$ cat src/rtl/dds_pkg.sv
// Shared definitions for the AD9850-class DDS serial loader: word layout,
// bit-counter limits and the loader FSM state encoding.
// The ENTRY states are only reachable when DDS_SERIAL_ENTRY_EN is defined.
package dds_pkg;

    localparam int DDS_WORD_BITS = 40;

    // Field offsets inside the 40-bit serial word (bit 0 is shifted first)
    localparam int FREQ_LSB  = 0;
    localparam int CTRL_LSB  = 32;
    localparam int PD_BIT    = 34;
    localparam int PHASE_LSB = 35;

    localparam int         BIT_CNT_W = 6;
    localparam logic [5:0] LAST_BIT  = 6'd39;

    typedef enum logic [2:0] {
        ST_IDLE     = 3'd0,
        ST_ENTRY_LO = 3'd1,
        ST_ENTRY_HI = 3'd2,
        ST_ENTRY_FQ = 3'd3,
        ST_SHIFT_LO = 3'd4,
        ST_SHIFT_HI = 3'd5,
        ST_FQ_HI    = 3'd6
    } loader_state_e;

    // Assemble the serial word: {phase, power_down, control = 2'b00, freq}
    function automatic logic [DDS_WORD_BITS-1:0] build_word(
        input logic [31:0] freq,
        input logic [4:0]  ph,
        input logic        pd
    );
        logic [DDS_WORD_BITS-1:0] w;
        w                  = '0;
        w[FREQ_LSB +: 32]  = freq;
        w[CTRL_LSB +: 2]   = 2'b00;
        w[PD_BIT]          = pd;
        w[PHASE_LSB +: 5]  = ph;
        return w;
    endfunction

endpackage

$ cat src/rtl/dds_tick_gen.sv
// Free-running period counter for the DDS loader. Emits a one-cycle tick
// every (limit_i + 1) cycles; restart_i holds the count at zero so the
// first tick after release arrives exactly limit_i + 1 cycles later.
module dds_tick_gen #(
    parameter int CNT_W = 3
) (
    input  logic             clk_i,
    input  logic             rst_i,
    input  logic             restart_i,
    input  logic [CNT_W-1:0] limit_i,
    output logic             tick_o
);

    logic [CNT_W-1:0] cnt_q;
    logic [CNT_W-1:0] cnt_d;

    // Tick on the terminal count, then wrap so back-to-back periods are seamless
    always_comb begin
        tick_o = !restart_i && (cnt_q == limit_i);
        cnt_d  = (restart_i || tick_o) ? '0 : cnt_q + 1'b1;
    end

    // Count register
    always_ff @(posedge clk_i or posedge rst_i) begin
        if (rst_i) begin
            cnt_q <= '0;
        end else begin
            cnt_q <= cnt_d;
        end
    end

endmodule

$ cat src/rtl/dds_serial_loader.sv
// Serial word loader for the AD9850-class DDS. Latches a frequency/phase
// request, shifts the 40-bit word LSB-first on dds_data/dds_wclk, then pulses
// fq_ud to commit it. All outputs are registered.
// Optional: DDS_SERIAL_ENTRY_EN adds a one-time serial-mode entry sequence
// (one wclk pulse then one fq_ud pulse) before the first load after reset.
module dds_serial_loader
    import dds_pkg::*;
#(
    parameter int HALF_PERIOD = 4,
    parameter int FQ_PULSE    = 4
) (
    input  logic        clk_100M,
    input  logic        rst,
    input  logic        start,
    input  logic [31:0] freq_word,
    input  logic [4:0]  phase,
    input  logic        power_down,
    output logic        busy,
    output logic        done,
    output logic        dds_data,
    output logic        dds_wclk,
    output logic        fq_ud
);

    localparam int MAX_PERIOD = (HALF_PERIOD > FQ_PULSE) ? HALF_PERIOD : FQ_PULSE;
    localparam int CNT_W      = $clog2(MAX_PERIOD + 1);
    localparam logic [CNT_W-1:0] H_LIM = CNT_W'(HALF_PERIOD - 1);
    localparam logic [CNT_W-1:0] F_LIM = CNT_W'(FQ_PULSE - 1);

    loader_state_e            state_q, state_d;
    logic [DDS_WORD_BITS-1:0] shift_q, shift_d;
    logic [BIT_CNT_W-1:0]     bit_q, bit_d;
    logic                     busy_q, busy_d;
    logic                     done_q, done_d;
    logic                     data_q, data_d;
    logic                     wclk_q, wclk_d;
    logic                     fq_q, fq_d;
`ifdef DDS_SERIAL_ENTRY_EN
    logic                     entry_done_q, entry_done_d;
`endif

    logic [DDS_WORD_BITS-1:0] load_word;
    logic                     tick_restart;
    logic [CNT_W-1:0]         tick_limit;
    logic                     tick;

    assign load_word = build_word(freq_word, phase, power_down);

    dds_tick_gen #(
        .CNT_W (CNT_W)
    ) u_tick (
        .clk_i     (clk_100M),
        .rst_i     (rst),
        .restart_i (tick_restart),
        .limit_i   (tick_limit),
        .tick_o    (tick)
    );

    // Timer control: held in IDLE, fq_ud pulse width while strobing, wclk half-period otherwise
    always_comb begin
        tick_restart = (state_q == ST_IDLE);
        tick_limit   = H_LIM;
        if (state_q == ST_FQ_HI || state_q == ST_ENTRY_FQ) begin
            tick_limit = F_LIM;
        end
    end

    // Next-state and next-output logic; every transition happens on a timer tick
    always_comb begin
        state_d = state_q;
        shift_d = shift_q;
        bit_d   = bit_q;
        busy_d  = busy_q;
        done_d  = 1'b0;
        data_d  = data_q;
        wclk_d  = wclk_q;
        fq_d    = fq_q;
`ifdef DDS_SERIAL_ENTRY_EN
        entry_done_d = entry_done_q;
`endif
        case (state_q)
            ST_IDLE: begin
                if (start) begin
                    shift_d = load_word;
                    bit_d   = '0;
                    busy_d  = 1'b1;
                    wclk_d  = 1'b0;
                    fq_d    = 1'b0;
`ifdef DDS_SERIAL_ENTRY_EN
                    if (!entry_done_q) begin
                        entry_done_d = 1'b1;
                        data_d       = 1'b0;
                        state_d      = ST_ENTRY_LO;
                    end else begin
                        data_d  = load_word[0];
                        state_d = ST_SHIFT_LO;
                    end
`else
                    data_d  = load_word[0];
                    state_d = ST_SHIFT_LO;
`endif
                end
            end
`ifdef DDS_SERIAL_ENTRY_EN
            ST_ENTRY_LO: begin
                if (tick) begin
                    wclk_d  = 1'b1;
                    state_d = ST_ENTRY_HI;
                end
            end
            ST_ENTRY_HI: begin
                if (tick) begin
                    wclk_d  = 1'b0;
                    fq_d    = 1'b1;
                    state_d = ST_ENTRY_FQ;
                end
            end
            ST_ENTRY_FQ: begin
                if (tick) begin
                    fq_d    = 1'b0;
                    data_d  = shift_q[0];
                    state_d = ST_SHIFT_LO;
                end
            end
`endif
            ST_SHIFT_LO: begin
                if (tick) begin
                    wclk_d  = 1'b1;
                    state_d = ST_SHIFT_HI;
                end
            end
            ST_SHIFT_HI: begin
                if (tick) begin
                    wclk_d = 1'b0;
                    if (bit_q == LAST_BIT) begin
                        fq_d    = 1'b1;
                        data_d  = 1'b0;
                        state_d = ST_FQ_HI;
                    end else begin
                        bit_d   = bit_q + 1'b1;
                        shift_d = {1'b0, shift_q[DDS_WORD_BITS-1:1]};
                        data_d  = shift_q[1];
                        state_d = ST_SHIFT_LO;
                    end
                end
            end
            ST_FQ_HI: begin
                if (tick) begin
                    fq_d    = 1'b0;
                    done_d  = 1'b1;
                    busy_d  = 1'b0;
                    state_d = ST_IDLE;
                end
            end
            default: begin
                state_d = ST_IDLE;
                busy_d  = 1'b0;
                data_d  = 1'b0;
                wclk_d  = 1'b0;
                fq_d    = 1'b0;
            end
        endcase
    end

    // State and output registers; reset aborts any load immediately
    always_ff @(posedge clk_100M or posedge rst) begin
        if (rst) begin
            state_q <= ST_IDLE;
            shift_q <= '0;
            bit_q   <= '0;
            busy_q  <= 1'b0;
            done_q  <= 1'b0;
            data_q  <= 1'b0;
            wclk_q  <= 1'b0;
            fq_q    <= 1'b0;
`ifdef DDS_SERIAL_ENTRY_EN
            entry_done_q <= 1'b0;
`endif
        end else begin
            state_q <= state_d;
            shift_q <= shift_d;
            bit_q   <= bit_d;
            busy_q  <= busy_d;
            done_q  <= done_d;
            data_q  <= data_d;
            wclk_q  <= wclk_d;
            fq_q    <= fq_d;
`ifdef DDS_SERIAL_ENTRY_EN
            entry_done_q <= entry_done_d;
`endif
        end
    end

    assign busy     = busy_q;
    assign done     = done_q;
    assign dds_data = data_q;
    assign dds_wclk = wclk_q;
    assign fq_ud    = fq_q;

endmodule

$ cat config.mk
export PLATFORM = sky130hd
export DESIGN_NAME = dds_serial_loader
export DESIGN_NICKNAME = d
export VERILOG_FILES = /design/src/rtl/dds_pkg.sv /design/src/rtl/dds_tick_gen.sv /design/src/rtl/dds_serial_loader.sv
export SDC_FILE = /design/constraint.sdc
export NUM_CORES = 1
export LEC_CHECK = 0
export BUFFER_PORTS_ARGS = -buffer_cell sky130_fd_sc_hd__buf_2
export CAP_MARGIN = 0
export CORE_ASPECT_RATIO = 0.6
export CORE_MARGIN = 5
export CORE_UTILIZATION = 60
export CTS_BUF_LIST = sky130_fd_sc_hd__clkbuf_16
export DETAILED_ROUTE_END_ITERATION = 16
export GPL_ROUTABILITY_DRIVEN = 0
export PLACE_DENSITY = 0.93
export SETUP_SLACK_MARGIN = 0.2
export SLEW_MARGIN = 5
export SYNTH_ARGS = -nofsm -noshare
export SYNTH_HDL_FRONTEND = slang
export SYNTH_SLANG_ARGS = --single-unit
$ cat constraint.sdc
create_clock -name clk_100M -period 5 [get_ports clk_100M]
set_input_delay 1.5 -clock clk_100M [delete_from_list [all_inputs] [get_ports clk_100M]]
set_output_delay 1.5 -clock clk_100M [all_outputs]
set_load 0.01 [all_outputs]
==> impl_metrics.env <==
export IMPL_hold_ws_ns=0.454
export IMPL_postCtsSetupRepairBufs=0
export IMPL_yosysSeqAreaShare_pct=52.3
export IMPL_cp_top_family="simple AND/OR/NAND/NOR gates"
export IMPL_ys_ff_latch=56
export IMPL_grt_max_degree=57
export IMPL_power_density_nw_per_um2=568
export IMPL_slowest_delay_ns=0.58
export IMPL_dr_pass1_iters=4
export IMPL_grt_pass1_vias=1962
export IMPL_setup_tns_ns=0
export IMPL_finalSetupViolCount=0
export IMPL_ios=46
export IMPL_synth_avg_cell_area_um2=10.3
export IMPL_core_area_um2=4210
export IMPL_wl_per_cell_um=15.8
export IMPL_insertion_delay_ns=0.29
export IMPL_arrival_ns=2.93
export IMPL_grt_first_pass_wirelength_mm=9.43
export IMPL_pre_cts_slack_ns=1.92
export IMPL_mappedNetlistNets=303
export IMPL_rsz0062_at_grt="no"
export IMPL_yosysWarningCount=0
export IMPL_max_freq_ghz=0.359
export IMPL_synth_area_top_cells="dfrtp_1 52%, mux2i_1 13%, nand3_1 8.2%"
export IMPL_synthesis_area_um2=2680
export IMPL_ant_nets=0
export IMPL_clkSinkCount=56
export IMPL_die_area_um2=5950
export IMPL_p_leak_nw=1.49
export IMPL_cts_root_buf="clkbuf_16"
export IMPL_drv_slew=0
export IMPL_ys_async_sr_fraction_pct=100
export IMPL_peakVddDrop_uv=294
export IMPL_fin_ws_ns=2.22
export IMPL_worst_path_buf_inv=1
export IMPL_cts_inserted_buffers=5
export IMPL_wl_mm=5.57
export IMPL_cp_slowest_cell="nand2_2"
export IMPL_synthToLayoutAreaGrowth_pct=14.8
export IMPL_drt_iter0_drc=128
export IMPL_antenna_found_initial=0
export IMPL_hpwlAfterDp_mm=3.47
export IMPL_clk_pin_slew_ns=0.07
export IMPL_gr_usage_all_layers_pct=20.7
export IMPL_cts_tree="yes"
export IMPL_critPathMaxFanout=44
export IMPL_cp_start_kind="input pin"
export IMPL_worstPathCellList="buf_2, nand2_2, and2_4, o21ai_0"
export IMPL_worst_pin_slew_ns=1.20
export IMPL_synth_edf_count=0
export IMPL_critPathKind="input pin to register"
export IMPL_htreeDepth=2
export IMPL_start_util_pct=63.6
export IMPL_yosys_area_top_type="dfrtp_1"
export IMPL_status="finished, final reports clean"
export IMPL_nets=336
export IMPL_endpoint_kind="register"
export IMPL_grt_overflow_total=0
export IMPL_n_antenna_cell=0
export IMPL_drv_cap=0
export IMPL_synth_flop_cell="dfrtp_1"
export IMPL_finalHoldViolCount=0
export IMPL_num_rows=18
export IMPL_yosysMostFrequentCell="dfrtp_1"
export IMPL_skew_ns=0.00771
export IMPL_crit_required_ns=5.15
export IMPL_drc=0
export IMPL_synth_top_cell_area_share_pct=52.3
export IMPL_vias_per_cell=5.88
export IMPL_clock_path_buffers=2
export IMPL_slew_limit_headroom_pct=19.9
export IMPL_hold_path_class="register to register"
export IMPL_synth_common_cells="56 x dfrtp_1, 44 x nand3_1, 36 x mux2i_1"
export IMPL_die_w_um=96.3
export IMPL_syn_inst=259
export IMPL_holdBufCountCts=0
export IMPL_cts_resized=0
export IMPL_die_h_um=61.8
export IMPL_drive_gt1_share_pct=20.8
export IMPL_total_power_mw=1.75
export IMPL_post_route_period_util_pct=55.6
export IMPL_synth_distinct_cells=35
export IMPL_num_vias=2077
export IMPL_finalWorstPathRequiredPeriod_ns=2.78
export IMPL_port_buffers=45
## worst paths after layout
kind	start	endpoint	slack, ns	depth (start not counted)
worst min-delay path	u_tick.cnt_q[0]$_DFF_PP0_	u_tick.cnt_q[0]$_DFF_PP0_	0.45	1
min in group asynchronous	rst	shift_q[11]$_DFFE_PP0P_	1.40	3
max in group asynchronous	rst	shift_q[5]$_DFFE_PP0P_	3.16	3
worst max-delay path	start	shift_q[5]$_DFFE_PP0P_	2.22	4
worst min register to register	u_tick.cnt_q[0]$_DFF_PP0_	u_tick.cnt_q[0]$_DFF_PP0_	0.45	1
worst max register to register	bit_q[0]$_DFFE_PP0P_	shift_q[5]$_DFFE_PP0P_	2.36	5
## worst reg2reg max path, stage by stage (launching register included)
cell and delay, ns:
dfrtp_1 0.39, ha_1 0.23, nand4b_1 0.19, o21ai_4 0.91
and2_4 0.60, o21ai_0 0.18
## through the flow
stage | util, % | cell area, um^2 | std cells
after global placement | 69.0 | 2910 | 345
after detailed placement | 69.0 | 2910 | 345
after CTS | 73.1 | 3080 | 353
after global routing | 73.1 | 3080 | 353
after floorplan | - | 2680 | 259
final | 73.1 | 3080 | 353
## cell usage in the layout (no fill, tap or decap), types with 3 or more instances in the layout
cell / instances
dfrtp_1: 56
buf_2: 45
nand3_1: 44
mux2i_1: 36
o21ai_1: 33
o21ai_0: 18
nand2_1: 5
clkbuf_16: 5
inv_1: 4
nor2_1: 4
nor3b_1: 4
nor2b_1: 3
nor3_1: 3
ha_1: 3
## area by class of cell
| type | count | area, um^2 |
|---|---|---|
| well taps | 60 | 75.1 |
| multi-input cells | 177 | 1170 |
| inverters | 5 | 18.8 |
| clock buffers | 5 | 125 |
| clock inverters | 3 | 46.3 |
| flip-flops and latches | 56 | 1400 |
| repair buffers | 47 | 240 |
| fillers | 316 | 1130 |
## metal layers
metal / routed length [um] / vias up / part of all wire (%) / track usage, %
li1: - / 993 / - / -
met1: 2600 / 1021 / 47 / 29.4
met2: 2570 / 59 / 46 / 32.7
met3: 371 / 4 / 6.7 / 5.05
met4: 32 / 0 / 0.57 / 5.06
met5: 0 / - / 0 / 0
## flip-flops by register name, indices dropped and copies added, names as in the netlist
register,count
fq_ud,1
dds_wclk,1
state_q,3
dds_data,1
bit_q,6
shift_q,39
u_tick.cnt_q,3
done,1
busy,1
## kinds of logic after synthesis
kind of cell	count (synthesis)	synth area share, %
compound gates	62	12.7
xor+xnor	2	0.654
fa+ha+maj	3	1.40
buf+inv	26	4.44
flops	56	52.3
mux	36	13.4
simple gates	74	15.1
## where the power goes
group          internal, mW  total [mW]  switching [mW]
clock network         0.238       0.399           0.161
logic                 0.273       0.595           0.322
registers             0.633       0.756           0.123
Note: power is estimated with default switching activity, not from simulation.
